[config.mk]
export PLATFORM = sky130hd
export DESIGN_NAME = ej5_bcd_mul
export DESIGN_NICKNAME = d
export VERILOG_FILES = /design/src/rtl/ej5_bcd_mul.sv
export SDC_FILE = /design/constraint.sdc
export NUM_CORES = 1
export LEC_CHECK = 0
export BUFFER_PORTS_ARGS = -buffer_cell sky130_fd_sc_hd__buf_2
export CORE_MARGIN = 8
export CORE_UTILIZATION = 50
export CTS_BUF_LIST = sky130_fd_sc_hd__clkbuf_4
export CTS_CLUSTER_SIZE = 10
export DETAILED_ROUTE_END_ITERATION = 12
export GPL_TIMING_DRIVEN = 0
export PLACE_DENSITY = 0.8
export SLEW_MARGIN = 20
export SYNTH_ARGS = -nofsm -noshare
export SYNTH_HDL_FRONTEND = slang
export SYNTH_SLANG_ARGS = --single-unit
[constraint.sdc]
create_clock -name clk -period 0.8 [get_ports clk]
set_input_delay 0.08 -clock clk [delete_from_list [all_inputs] [get_ports clk]]
set_output_delay 0.08 -clock clk [all_outputs]
set_load 0.05 [all_outputs]
[src/rtl/ej5_bcd_mul.sv]
// ej5_bcd_mul: registered single-digit BCD multiplier.
//
// Multiplies two BCD digits and registers the product as two packed BCD
// digits, one cycle after the operands are sampled. An operand code above 9
// forces a zero product and raises err for that cycle only.
//
// Ports:
//   clk   - rising-edge clock
//   rst_n - asynchronous active-low reset; clears y and err
//   x1    - multiplicand, BCD digit 0-9
//   x2    - multiplier, BCD digit 0-9
//   y     - registered product, y[7:4] tens digit, y[3:0] units digit
//   err   - registered flag: sampled x1 or x2 was greater than 9
module ej5_bcd_mul (
  input  logic       clk,
  input  logic       rst_n,
  input  logic [3:0] x1,
  input  logic [3:0] x2,
  output logic [7:0] y,
  output logic       err
);

  logic [6:0]  prod;
  logic [14:0] dabble;
  logic [3:0]  tens;
  logic [3:0]  units;
  logic        err_d;
  logic [7:0]  y_d;
  logic [7:0]  y_q;
  logic        err_q;

  // 7-bit context is enough: legal products never exceed 81.
  assign prod = {3'b000, x1} * {3'b000, x2};

  // Double-dabble: {tens, units, binary}; add 3 to any digit >= 5 before
  // each left shift. Seven shifts move the 7-bit binary fully into BCD.
  always_comb begin
    dabble = {8'h00, prod};
    for (int i = 0; i < 7; i++) begin
      if (dabble[10:7] >= 4'd5) begin
        dabble[10:7] = dabble[10:7] + 4'd3;
      end
      if (dabble[14:11] >= 4'd5) begin
        dabble[14:11] = dabble[14:11] + 4'd3;
      end
      dabble = {dabble[13:0], 1'b0};
    end
    tens  = dabble[14:11];
    units = dabble[10:7];
  end

  always_comb begin
    err_d = (x1 > 4'd9) || (x2 > 4'd9);
    y_d   = err_d ? 8'h00 : {tens, units};
  end

  always_ff @(posedge clk or negedge rst_n) begin
    if (!rst_n) begin
      y_q   <= 8'h00;
      err_q <= 1'b0;
    end else begin
      y_q   <= y_d;
      err_q <= err_d;
    end
  end

  assign y   = y_q;
  assign err = err_q;

endmodule

==> qor.yml <==
port-buffer-count: 18
viasPerCell: 5.80
critical_path_peak_fanout: 8
synth.top_cells.by_count: "ha_1 (19), inv_1 (13), and2_1 (12)"
worstHoldStart: "x1[0]"
fin_worst_hold_slack_ns: 0.0804
crit_arrival_ns: 5.57
netlist-cell-type-count: 46
overflow_after_grt: 0
preCtsSetupSlack_ns: -5.41
die-height_um: 67.0
synth_top_family_by_area: "adder cells"
run_status: "complete, but fails checks"
clock_transition_at_the_registers_of_the_reported_paths_ns: 0.07
std_cell_rows: 18
synth_ff_type: "dfrtp_1"
cts_tree: "done"
drive_gt1_share_pct: 46.2
power.total_w: 0.00754
wire_length_of_the_first_global_routing_pass_um: 5780
finalSetupTns_ns: -30.82
ios: 19
grt_start_max_net_pins: 10
initial_utilization_pct: 52.5
postLayoutSetupSlackWorst_ns: -4.60
placeableCoreArea_mm2: 0.00248
violations: "negative setup slack"
synth.most_common_cell: "ha_1"
die_w_um: 67.0
routed_wl_um: 3840
clockRootBuffer: "clkbuf_4"
crit_type: "in2reg"
irDropWorstVdd_mv: 3.58
final-max-slew-violation-count: 0
drt_drc_violations_left: 0
ys.warnings.count: 0
synth_simple_gate_area_share_pct: 21.3
synth_compound_area_share_pct: 21.8
route.antenna.remaining_nets: 0
final-setup-viol-count: 16
synth_top_area_cell: "ha_1"
timing.critical_path.from_type: "input port"
yosys-mux-area-fraction_pct: 4.81
clk_path_buf_depth: 2
edff_count_synth: 0
finish.net_count: 229
min_period_ns: 5.40
detailedRoute.firstPassIterationCount: 4
number_of_antenna_violations_at_the_first_check_in_global_routing: 0
synth.cell_area_mm2: 0.00130
area_growth_synth_to_finish_pct: 52.2
timing.slew.headroom_pct: 70.6
synthXorXnorAreaFrac_pct: 5.97
groute.usage.overall_pct: 16.4
holdCritPathClass: "in2reg"
maxcap_violations: 0
post_synth.cell_area_avg_um2: 8.61
synthArstFlopShare_pct: 100
vias: 1304
fmaxAchievable_mhz: 185
crit_start: "x2[2]"
synth_seq_cells: 9
synth_adder_area_share_pct: 24.4
drt_first_iter_violations: 67
first_global_vias: 1328
cts-htree-levels: 1
antenna_cells_inserted: 0
finalCritPeriodShare_pct: 675
place.detailed.hpwl_um: 2380
synth_top_area_share_pct: 18.3
layout.core_utilization_pct: 79.8
post_drt_wl_per_cell_um: 17.1
number_of_clock_buffers_inserted_by_tritoncts: 3
yosysSeqAreaShare_pct: 17.3
cts.sinks: 9
power-per-cell-area_mw_per_mm2: 3810
required_ns: 0.97
tightestPinTransition_ns: 0.435
replace_congestion: 0.886
number_of_fillers_in_the_final_layout: 145
worst_setup_path_end_kind: "flip-flop"
leakage_nw: 0.947
synth.area.top_cells: "ha_1 (18%), dfrtp_1 (17%), fa_1 (6.2%), and2_1 (5.8%), inv_1 (3.8%)"
synth_fp_nets: 184
final_hold_viols: 0
setup_repair_after_global_routing_missed_its_margin: "true"
postSynthCellCount: 151
floorplan.die_area_mm2: 0.00449
==> cell type report <==
cell class	instances	area [µm²]	share of cell area, %
Tap cell	30	37.5	1.90
Sequential cell	9	225	11.4
Clock buffer	3	22.5	1.14
Buffer	1	5.00	0.253
Clock inverter	1	5.00	0.253
Multi-Input combinational cell	127	1270	64.2
Inverter	14	57.6	2.91
Timing Repair Buffer	40	355	18.0
==> through the flow <==
stage,instance area [µm²],instances
detailed placement,1540,199
floorplan,1410,151
finish,1980,225
CTS,1870,217
global route,1980,225
global placement,1540,199
==> worst max-delay path: stages <==
cell and delay (ns):
buf_8 0.10, buf_4 0.12, and2_1 0.17, fa_1 0.40, ha_1 0.29, ha_1 0.48
inv_1 0.15, or4_4 0.54, o311ai_2 0.10, mux2_4 0.23, inv_6 0.05, ha_4 0.16
a222oi_1 0.38, nor2_1 0.11, xnor2_1 0.23, inv_1 0.13, ha_4 0.20, nor2b_4 0.14
nor4_4 0.22, nor3_2 0.10, xnor2_1 0.22, inv_2 0.11, ha_4 0.18, nor2b_4 0.12
or3_1 0.36, mux2i_1 0.20
==> layer usage <==
layer,vias to the layer above,GRT usage [%],wire (µm)
met3,8,2.85,149
met2,43,31.4,2150
li1,628,-,-
met4,0,7.05,66
met1,625,16.7,1480
met5,-,0,0
==> path summary, 6_finish.rpt <==
| path | endpoint | slack, ns | cells past startpoint |
|---|---|---|---|
| setup / recovery | y[4]$_DFF_PN0_ | -4.60 | 26 |
| hold / removal | y[0]$_DFF_PN0_ | 0.08 | 2 |
| max in group asynchronous | y[1]$_DFF_PN0_ | 0.41 | 2 |
| min in group asynchronous | y[2]$_DFF_PN0_ | 0.21 | 2 |
==> flip-flops by register name (all words and copies together), names as in the netlist <==
signal	count
y	8
err	1
==> layout by cell type, fill, tap and decap left out, types with 2 or more instances in the layout <==
master / synthesis / final
buf_4: 0 / 22
and2_1: 12 / 12
ha_1: 19 / 12
buf_6: 0 / 12
inv_1: 13 / 9
dfrtp_1: 9 / 9
o21ai_0: 9 / 7
nor2_1: 9 / 7
a21oi_1: 8 / 6
nand2_1: 9 / 6
ha_4: 0 / 6
inv_2: 1 / 4
a21o_1: 4 / 4
mux2i_1: 4 / 4
nor3_2: 1 / 4
xnor2_1: 4 / 3
or2_2: 4 / 3
fa_1: 4 / 3
clkbuf_4: 0 / 3
buf_2: 0 / 3
xor2_1: 3 / 2
xnor2_2: 1 / 2
mux2_4: 0 / 2
nor2_2: 0 / 2
a22o_1: 2 / 2
nor3_1: 5 / 2
nor2b_4: 0 / 2
o21a_1: 2 / 2
o21ai_1: 1 / 2
buf_8: 0 / 2
==> power by group <==
group / leakage, nW / switching, W / internal [W]
Clock: 0.0177 / 0.000181 / 0.000185
Sequential: 0.119 / 0.0000633 / 0.000584
Combinational: 0.811 / 0.00346 / 0.00307
Total: 0.947 / 0.00370 / 0.00384
==> cell families (layout without fill, tap and decap cells) <==
family / after synthesis / count (layout)
multiplexers: 6 / 6
AND/OR/NAND/NOR: 50 / 50
adder cells (fa/ha/maj): 23 / 23
flip-flops: 9 / 9
buffers and inverters: 15 / 59
AO/OA/AOI/OAI: 40 / 40
XOR/XNOR: 8 / 8
==> repair_timing <==
item / CTS / global route
resized for setup: 46 / 13
pin swaps: 20 / 7
endpoints found under the hold margin: 9 / 0
setup buffers: 14 / 10
endpoints found under the setup margin: 16 / 17
hold buffers: 1 / 0
Power figures use the tool's default switching activity.
